File: config.mk
export PLATFORM = sky130hd
export DESIGN_NAME = ikascc_vrc_scci
export DESIGN_NICKNAME = d
export VERILOG_FILES = /design/src/rtl/ikascc_vrc_scci.sv
export SDC_FILE = /design/constraint.sdc
export NUM_CORES = 1
export LEC_CHECK = 0
export CORE_MARGIN = 5
export CORE_UTILIZATION = 54
export DETAILED_ROUTE_END_ITERATION = 8
export PLACE_DENSITY = 0.85
export SETUP_SLACK_MARGIN = 0.4
export SYNTH_ARGS = -nofsm -noshare
export SYNTH_HDL_FRONTEND = slang
export SYNTH_SLANG_ARGS = --single-unit
File: constraint.sdc
create_clock -name i_EMUCLK -period 4.9 [get_ports i_EMUCLK]
set_clock_uncertainty 0.15 [all_clocks]
set_input_delay 1.225 -clock i_EMUCLK [delete_from_list [all_inputs] [get_ports i_EMUCLK]]
set_output_delay 1.225 -clock i_EMUCLK [all_outputs]
set_load 0.03 [all_outputs]
File: src/rtl/ikascc_vrc_scci.sv
// SCC-I (SCC+) cartridge mapper: four bank registers plus a mode register that
// turns banks into writable RAM and selects the SCC or SCC+ sound register window.
module ikascc_vrc_scci #(
  parameter int BANKW         = 6,
  parameter int SCCP_EN       = 1,
  parameter int RAMCTRL_ASYNC = 0
) (
  input  logic             i_EMUCLK,
  input  logic             i_RST,
  input  logic             i_MCLK_PCEN_n,
  input  logic             i_CS_n,
  input  logic             i_RD_n,
  input  logic             i_WRRQ,
  input  logic [7:0]       i_DB,
  input  logic [4:0]       i_ABHI,
  input  logic [7:0]       i_ABLO,
  output logic             o_ROMCS_n,
  output logic [BANKW-1:0] o_ROMADDR,
  output logic             o_RAMWE,
  output logic             o_SCCREG_EN,
  output logic             o_SCCPREG_EN,
  output logic             o_SCCPLUS
);

  localparam logic SCCP = (SCCP_EN != 0);

  logic [3:0][7:0] br_q, br_d;
  logic [7:0]      mode_q, mode_d;
  logic            ramwe_q, sccreg_q, sccpreg_q;

  logic [1:0] bank_idx;
  logic [7:0] bank_val;
  logic [3:0] wrable;
  logic       in_rom;
  logic       mode_hit;
  logic       scc_hit;
  logic       sccp_hit;
  logic       win_hit;
  logic       brreg_hit;
  logic [2:0] brreg_off;
  logic [1:0] brreg_idx;
  logic       ram_wr;
  logic       unused_ok;

  always_comb begin
    bank_idx  = {~i_ABHI[3], i_ABHI[2]};
    bank_val  = br_q[bank_idx];
    // Bank 3 has no private enable bit; only the global RAM bit opens it.
    wrable    = {mode_q[4],
                 mode_q[4] | mode_q[2],
                 mode_q[4] | mode_q[1],
                 mode_q[4] | mode_q[0]} & {4{SCCP}};
    in_rom    = i_ABHI[4] ^ i_ABHI[3];
    mode_hit  = SCCP && (i_ABHI == 5'b10111) && (i_ABLO[7:1] == 7'h7F);
    scc_hit   = ~mode_q[5] && (br_q[2][5:0] == 6'h3F) && (i_ABHI == 5'b10011);
    sccp_hit  = SCCP && mode_q[5] && br_q[3][7] && (i_ABHI == 5'b10111);
    win_hit   = scc_hit | sccp_hit;
    brreg_off = i_ABHI[4:2] - 3'd2;
    brreg_idx = brreg_off[1:0];
    brreg_hit = (i_ABHI[1:0] == 2'b10) && (i_ABHI[4:2] >= 3'd2) && (i_ABHI[4:2] <= 3'd5);
    ram_wr    = i_WRRQ && in_rom && wrable[bank_idx] && !mode_hit && !win_hit;

    br_d = br_q;
    if (i_WRRQ && brreg_hit && !wrable[brreg_idx] && !win_hit) begin
      br_d[brreg_idx] = i_DB;
    end

    mode_d = mode_q;
    if (i_WRRQ && mode_hit) begin
      mode_d = i_DB;
    end
  end

  always_ff @(posedge i_EMUCLK) begin
    if (i_RST) begin
      br_q      <= {8'h03, 8'h02, 8'h01, 8'h00};
      mode_q    <= 8'h00;
      ramwe_q   <= 1'b0;
      sccreg_q  <= 1'b0;
      sccpreg_q <= 1'b0;
    end else if (!i_MCLK_PCEN_n) begin
      br_q      <= br_d;
      mode_q    <= mode_d;
      ramwe_q   <= ram_wr;
      sccreg_q  <= scc_hit;
      sccpreg_q <= sccp_hit;
    end
  end

  assign o_ROMCS_n    = i_CS_n | i_RD_n;
  assign o_ROMADDR    = bank_val[BANKW-1:0];
  assign o_RAMWE      = ramwe_q;
  assign o_SCCREG_EN  = (RAMCTRL_ASYNC != 0) ? scc_hit  : sccreg_q;
  assign o_SCCPREG_EN = (RAMCTRL_ASYNC != 0) ? sccp_hit : sccpreg_q;
  assign o_SCCPLUS    = mode_q[5];

  // Bits that carry no meaning for this mapper (A0, spare mode bits, bank bits above BANKW).
  assign unused_ok = ^{i_ABLO[0], bank_val, mode_q};

endmodule
# Yosys cells after proc, flatten, opt, wreduce, memory -nomap -nowiden
# Cells that the tools add are included.
# totals
register_bits	41
input_bits	27
output_inout_bits	11
word_cells	58
# op_classes
addsub	1
n_lt_le_gt_ge	5
n_eq_ne	5
mux	9
n_bitwise	9
reduce_logical	21
# ops
operator	n
bitwise mux 32 bit	1
binary-select mux 8 bit (select 2 bit)	1
demux 8 bit (select 2 bit)	1
logical AND 1 bit	16
equality test 5 bit (second input constant)	2
two-way mux 8 bit	1
equality test 7 bit (second input constant)	1
equality test 6 bit (second input constant)	1
less-than comparator 2 x 3 -> 1 bit (second input constant)	2
two-way mux 6 bit	1
OR 1 bit	5
binary-select mux 1 bit (select 2 bit)	2
AND reduction 2 bit	2
>= comparator 3 x 2 -> 1 bit (second input constant)	1
less-or-equal comparator 3 bit (second input constant)	1
zero test 1 bit	3
inverter 1 bit	3
equality test 2 bit (second input constant)	1
>= comparator 2 x 1 -> 1 bit (second input constant)	1
two-way mux 1 bit	2
subtractor 2 bit (second input constant)	1
XOR 1 bit	1

# Depth between registers and ports, before layout
# Gate-level depths: netlist of run 1.
# logic_depth
depth_word	7
depth_mapped	9
ltp_nobuf	6

# Worst setup path before layout of run 1
# OpenSTA, ideal clock, no wires.
# synth_path
kind	input-to-output
start	input i_ABHI[2]
end	output o_ROMADDR[2]
arrival_time_ns	2.338
required_ns	3.525
path_slack_ns	1.187
path_stages	3
path_buffers	2
path_cell_list	buf_6 -> clkbuf_1 -> mux4_2
# synth_via
elab_chain_len	2
# synth_lines
element	line_no	source
from (decl)	15	input logic [4:0] i_ABHI,
binary-select mux 8 bit (select 2 bit)	47	bank_val = br_q[bank_idx];
two-way mux 6 bit (implied by the code)	47	
to (decl)	18	output logic [BANKW-1:0] o_ROMADDR,
# No other way between the ends. The select of a mux whose other input is x is not followed.

# Worst setup path in the final report of run 1
# layout_path
start	input i_ABHI[3]
end	output o_ROMADDR[0]
# layout_via
elab_chain_len	3
# layout_lines
element	line_no	source
inverter 1 bit	46	bank_idx = {~i_ABHI[3], i_ABHI[2]};
binary-select mux 8 bit (select 2 bit)	47	
two-way mux 6 bit (implied by the code)	47	
# No other way between the ends. The select of a mux whose other input is x is not followed.

==> results of run 1 <==
-- layer usage --
layer,up-vias,global-route usage
li1,705,-
met1,703,0.2387
met2,40,0.3829
met3,6,0.05782
met4,0,0.06345
met5,-,0
-- flip-flops by register name (all words and copies together) (netlist names) --
register,cells
br_q,25
o_RAMWE,1
o_SCCPREG_EN,1
mode_q,5
o_SCCREG_EN,1
-- critical path, cell delays in order --
cell and delay, ns:
dlygate4sd2_1 0.52, mux4_2 0.58, clkdlybuf4s50_1 0.61
-- stage by stage --
step,util,power [mW],cells
2_1_floorplan,-,0.3068,172
5_1_grt,0.6996,0.5019,253
3_5_place_dp,0.6832,0.3388,245
3_3_place_gp,0.6832,0.3371,245
4_1_cts,0.6996,0.4854,253
6_report,0.6996,0.4806,253
-- worst min path at each step --
stage,endpoint,slack [ns],cells after the start
final,br_q[5],0.33,2
after global routing,br_q[1],0.36,2
after CTS,br_q[4],0.33,2
after detailed placement,br_q[5],0.31,2
after global placement,br_q[2],0.31,2
after floorplan,br_q[10],0.30,2
-- report_power, final --
group          internal (mW)  leakage (nW)  total, mW  switching (mW)
Sequential             0.269         0.266      0.270        0.000602
Combinational         0.0328         0.504     0.0630          0.0302
Clock                 0.0546        0.0320      0.148          0.0934
Total                  0.356         0.802      0.481           0.124
-- synth_stat cells --
cell	count	area (µm²)
a211o_1	1	8.760
a21oi_1	13	65.06
a221oi_4	1	26.28
and3b_1	1	8.760
and4_1	1	8.760
buf_2	2	10.01
buf_6	2	22.52
clkbuf_1	5	18.77
dfxtp_1	33	660.6
ha_1	3	37.54
inv_1	3	11.26
mux2_4	1	15.01
mux2i_1	20	200.2
mux4_2	6	135.1
nand2_1	2	7.510
nand2b_1	24	150.1
nand3_1	8	40.04
nand3_2	1	10.01
nand4_1	7	43.79
nand4_4	1	21.27
nand4b_1	1	8.760
nor2_1	11	41.29
nor3_1	1	5.000
nor3b_1	1	7.510
nor4_1	2	12.51
nor4bb_1	1	10.01
o21ai_0	12	60.06
o221a_2	1	11.26
o221ai_1	1	8.760
o22ai_1	1	6.260
or2_2	2	12.51
or3b_2	1	8.760
or4_1	2	15.01
-- what timing repair did --
action | CTS | global route
resized for setup | 1 | 0
hold buffers | 0 | 0
endpoints found under the hold margin | 0 | 0
setup endpoints to repair | 6 | 0
setup buffers | 0 | 0
-- kinds of logic after synthesis --
kind of cell / count (synthesis) / share of synthesized area
AO/OA/AOI/OAI: 30 / 0.1091
adder cells (fa/ha/maj): 3 / 0.02196
buffers and inverters: 12 / 0.03660
flip-flops: 33 / 0.3865
multiplexers: 27 / 0.2050
AND/OR/NAND/NOR: 67 / 0.2408
-- final cells by class --
| class | count | area share |
|---|---|---|
| Inverter | 3 | 0.005272 |
| Tap cell | 44 | 0.02578 |
| Multi-Input combinational cell | 127 | 0.4616 |
| Sequential cell | 33 | 0.3093 |
| Timing Repair Buffer | 38 | 0.1740 |
| Clock inverter | 2 | 0.004687 |
| Clock buffer | 6 | 0.01933 |
==> out/results.ini, run 1 <==
[outcome]
status = completed

[timing]
period_share = 0.8801
slew-limit-headroom = 0.6330
clock.fmax_mhz = 231.9
period_minus_slack_ns = 4.312
fin_tns_setup_ns = 0
whs_ns = 0.3323
setup_viol = 0
rsz0062_at_grt = no
hold_viol = 0
slew_violations = 0
setup_ws_ns = 0.5875
worst_pin_slew_ns = 0.5506

[critical_path]
crit_arrival_ns = 2.94
end_kind = output port
r2r_end = br_q[10]
start_kind = input pin
reg2reg_depth = 4
rr_startpoint = mode_q[0]
endpoint = o_ROMADDR[0]
cp-startpoint = i_ABHI[3]
crit_type = input pin to output port
cp.required_ns = 3.52
cp_max_fo = 8
r2r_setup_slack_ns = 2.74

[route]
dr.pass1.iters = 4
routed_wl_um = 4142
highest_layer = met4
drc = 0
route.met2.wl_um = 2195
drt_iter0_drc = 74
num_vias = 1454
drt-met1-wl_um = 1605
routed_via_density = 5.747
antenna_left = 0
drt-wirelength-per-cell_um = 16.37
met3_length_um = 290

[cts]
cts.sink_count = 33
cts_max_path_buffers = 2
root_buffer = clkbuf_4
cts_tree = done
cts_made_buffers = 5
clk_pin_slew_ns = 0.10
cts-htree-levels = 2
clock_latency_ns = 0.34

[layout]
final_cell_mix = clkdlybuf4s50_1 (34), dfxtp_1 (33), nand2b_1 (24)
final_cell_area_um2 = 2136
area_growth_pct = 24.96
ff_latch_area_um2 = 660.6
multiInputGateArea_um2 = 985.9
final_nets = 238
post_route_cells_drive_above_1_share = 0.1148
n_fill_cell = 283
n_antenna_cell = 0
final_common_cell = clkdlybuf4s50_1

[place]
dpl.hpwl_um = 3131
preCtsSetupSlack_ns = 0.3202
placed_area_um2 = 2086
gp_congestion = 0.8972
numPortBuffers = 35

[pwr]
cellPowerDensity_nw_per_um2 = 225.0
power.leakage_nw = 0.8017
peakVddDrop_mv = 0.1385

[floorplanning]
dieWidth_um = 66.26
dieArea_um2 = 4390
start_util = 0.5598
rows = 20
ios = 38
dieHeight_um = 66.26
core_area_um2 = 3053

[flow_run]
maxCapViolCount = 0

[grt]
grt_overflow_total = 0
antenna_found_initial = 0
grt_pass1_vias = 1504
grt_max_degree = 44
grt_pass1_wl_um = 6955
grtUsageTotal = 0.2116

[yosys]
yosys_register_bits = 33
avgSynthCellArea_um2 = 9.937
synth.distinct_cells = 33
synth-seq-area-share = 0.3865
yosysWarnings = 0
syn-cell-area_um2 = 1709
netlist_instances = 172
synth_nets = 202

[min_path]
hold_start = br_q[5]
min_path_type = flop to flop

Note: power is estimated with default switching activity, not from simulation.
==> inputs of run 2 (changes only) <==
--- a/config.mk
+++ b/config.mk
@@ -6,6 +6,7 @@
 export NUM_CORES = 1
 export LEC_CHECK = 0
+export ABC_AREA = 1
 export CORE_MARGIN = 5
-export CORE_UTILIZATION = 54
+export CORE_UTILIZATION = 56
 export DETAILED_ROUTE_END_ITERATION = 8
 export PLACE_DENSITY = 0.85
--- a/constraint.sdc
+++ b/constraint.sdc
@@ -3,3 +3,3 @@
 set_input_delay 1.225 -clock i_EMUCLK [delete_from_list [all_inputs] [get_ports i_EMUCLK]]
 set_output_delay 1.225 -clock i_EMUCLK [all_outputs]
-set_load 0.03 [all_outputs]
+set_load 0.005 [all_outputs]
==> run 2 against run 1 <==
Sequential power hardly changed. Critical path depth rose by 3. Setup slack lost 0.12 ns. First-iteration DRC count rose by 74%.
==> out/results.ini, run 2 <==
[floorplanning]
core_area_um2 = 3390  ; +11%
ios = 38  ; unchanged
dieArea_um2 = 4826  ; +9.9%
start_util = 0.5843  ; +0.02451
rows = 21  ; +5.0%
dieWidth_um = 69.47  ; +4.8%
dieHeight_um = 69.47  ; +4.8%

[timing]
setup_viol = 0  ; unchanged
period_minus_slack_ns = 4.429  ; +0.1170 ns
rsz0062_at_grt = no
clock.fmax_mhz = 225.8  ; -2.6%
slew-limit-headroom = 0.3706  ; -0.2624
period_share = 0.9040  ; +0.02388
worst_pin_slew_ns = 0.9431  ; +0.3925 ns
slew_violations = 0  ; unchanged
fin_tns_setup_ns = 0  ; unchanged
hold_viol = 0  ; unchanged
setup_ws_ns = 0.4705  ; -0.1170 ns

[critical_path]
cp_top_family = buffers and inverters
reg2reg_depth = 6  ; +2
start_kind = input pin
crit_arrival_ns = 3.05  ; +0.11 ns
cp_slowest_cell = clkdlybuf4s50_1
cp_max_fo = 11  ; +3
crit_type = input pin to output port
worst-path-buf-inv = 3  ; +1
cp.depth = 6  ; +3
cp.required_ns = 3.52  ; about the same
r2r_setup_slack_ns = 3.07  ; +0.33 ns
worstPathCellList = clkdlybuf4s50_1 -> buf_4 -> nor2_4 -> a22oi_1 -> o221ai_1 -> clkdlybuf4s50_1
crit_top_cell = clkdlybuf4s50_1
cpPeakStageDelay_ns = 0.58  ; -0.03 ns
end_kind = output port

[cts]
cts_made_buffers = 5  ; unchanged
root_buffer = clkbuf_4
cts-htree-levels = 2  ; unchanged
clk_pin_slew_ns = 0.10  ; about the same
cts_tree = done
hold_buffers = 0  ; unchanged
clock_latency_ns = 0.35  ; about the same
cts_max_path_buffers = 2  ; unchanged
cts.sink_count = 33  ; unchanged

[yosys]
synth_edf_count = 0  ; unchanged
yosys_register_bits = 33  ; unchanged
yosysTopAreaCellShare = 0.3335  ; -0.05299
synth-seq-area-share = 0.3335  ; -0.05299
netlist_instances = 294  ; +71%
synth_flop_cell = dfxtp_1
yosysWarnings = 0  ; unchanged
syn-cell-area_um2 = 1981  ; +16%
synth.most_common_cell = nand2_1
yosys-top-cells-count = nand2_1 (68), inv_1 (58), dfxtp_1 (33), nor2_1 (28), nand4_1 (27)
avgSynthCellArea_um2 = 6.737  ; -32%
async_reset_ff_frac = 0  ; unchanged
yosys.area.top_type = dfxtp_1
synth.distinct_cells = 27  ; -18%
synthTopCellsByArea = dfxtp_1 (33%), nand2_1 (13%), inv_1 (11%)
synth_nets = 324  ; +60%

[route]
dr.pass1.iters = 5  ; +1
met3_length_um = 246  ; -15%
highest_layer = met4
routed_wl_um = 4644  ; +12%
drt_iter0_drc = 129  ; +74%
routed_via_density = 5.140  ; -11%
antenna_left = 0  ; unchanged
drt-wirelength-per-cell_um = 12.29  ; -25%
drc = 0  ; unchanged
drt-met1-wl_um = 2024  ; +26%
route.met2.wl_um = 2308  ; +5.1%
num_vias = 1943  ; +34%

[grt]
grtUsageTotal = 0.2060  ; -0.005605
grt_pass1_vias = 1822  ; +21%
antenna_found_initial = 0  ; unchanged
grt_pass1_wl_um = 8031  ; +15%
grt_overflow_total = 0  ; unchanged
grt_max_degree = 33  ; -25%

[layout]
post_route_cells_drive_above_1_share = 0.1295  ; +0.01469
final_common_cell = nand2_1
reg_top3 = br_q (25), mode_q (5)
final_cell_mix = nand2_1 (67), inv_1 (58), clkdlybuf4s50_1 (34)
largest_reg_flops = 25  ; unchanged
regMostFlops = br_q
final_cell_area_um2 = 2404  ; +13%
final_nets = 361  ; +52%
final_cells = 378  ; +49%
n_antenna_cell = 0  ; unchanged
area_growth_pct = 21.35

[place]
placed_area_um2 = 2322  ; +11%
numPortBuffers = 35  ; unchanged
gp_congestion = 0.8816  ; -1.7%
dpl.hpwl_um = 3272  ; +4.5%
preCtsSetupSlack_ns = 0.2972  ; -0.02293 ns
place_inst = 367  ; +50%

[pwr]
cellPowerDensity_nw_per_um2 = 208.2  ; -7.5%
power.leakage_nw = 1.082  ; +35%
peakVddDrop_mv = 0.1491  ; +7.7%
finalPower_mw = 0.5005  ; +4.1%

[flow_run]
maxCapViolCount = 0  ; unchanged

[min_path]
min_delay_path_depth = 2  ; unchanged
min_path_type = flop to flop

[outcome]
status = completed

[run 2: timing repair]
action	CTS	global route
pin swaps	1	0
gates resized for setup	1	2
setup endpoints to repair	5	6
buffers inserted	3	0
gates cloned	0	0
[run 2: through the flow]
| step | hold WS [ns] | util |
|---|---|---|
| finish | 0.3203 | 0.7091 |
| global placement | 0.2927 | 0.6851 |
| floorplan | 0.2792 | - |
| global route | 0.3616 | 0.7091 |
| detailed placement | 0.2958 | 0.6851 |
| CTS | 0.3210 | 0.7076 |
[run 2: kinds of logic (layout without fill, tap and decap cells)]
logic type / after synthesis / in the layout / share of synthesized area
compound gates: 23 / 23 / 0.07392
fa+ha+maj: 3 / 3 / 0.01895
flops: 33 / 33 / 0.3335
simple gates: 159 / 159 / 0.4056
buf+inv: 76 / 114 / 0.1680
[run 2: cell type report]
cell class	instances	area, µm²
inverters	65	244.0
multi-input cells	185	994.7
clock buffers	8	48.80
fillers	307	985.9
well taps	46	57.56
flip-flops and latches	33	660.6
repair buffers	41	397.9
[run 2: metal layers]
layer | track usage | vias up
met5 | 0 | -
met4 | 0.08460 | 0
met3 | 0.03768 | 6
met2 | 0.3549 | 44
met1 | 0.2507 | 887
li1 | - | 1006
[run 2: worst paths after layout]
kind / to / from
worst max-delay path: o_ROMADDR[3] / i_ABHI[3]
worst min-delay path: br_q[8] / br_q[8]
worst max register to register: br_q[25] / mode_q[1]
worst min register to register: br_q[8] / br_q[8]
[run 2: tightest hold or removal path: cells and delay by family, from the launching register on]
kind             cells  cell delay, ns
flip-flops           1            0.34
AND/OR/NAND/NOR      2            0.10
[run 2: report_power, final]
group          switching, mW  leakage [nW]  internal (mW)  total, mW
Sequential           0.00121         0.266          0.271      0.272
Clock                 0.0940        0.0265         0.0571      0.151
Combinational         0.0413         0.789         0.0362     0.0775
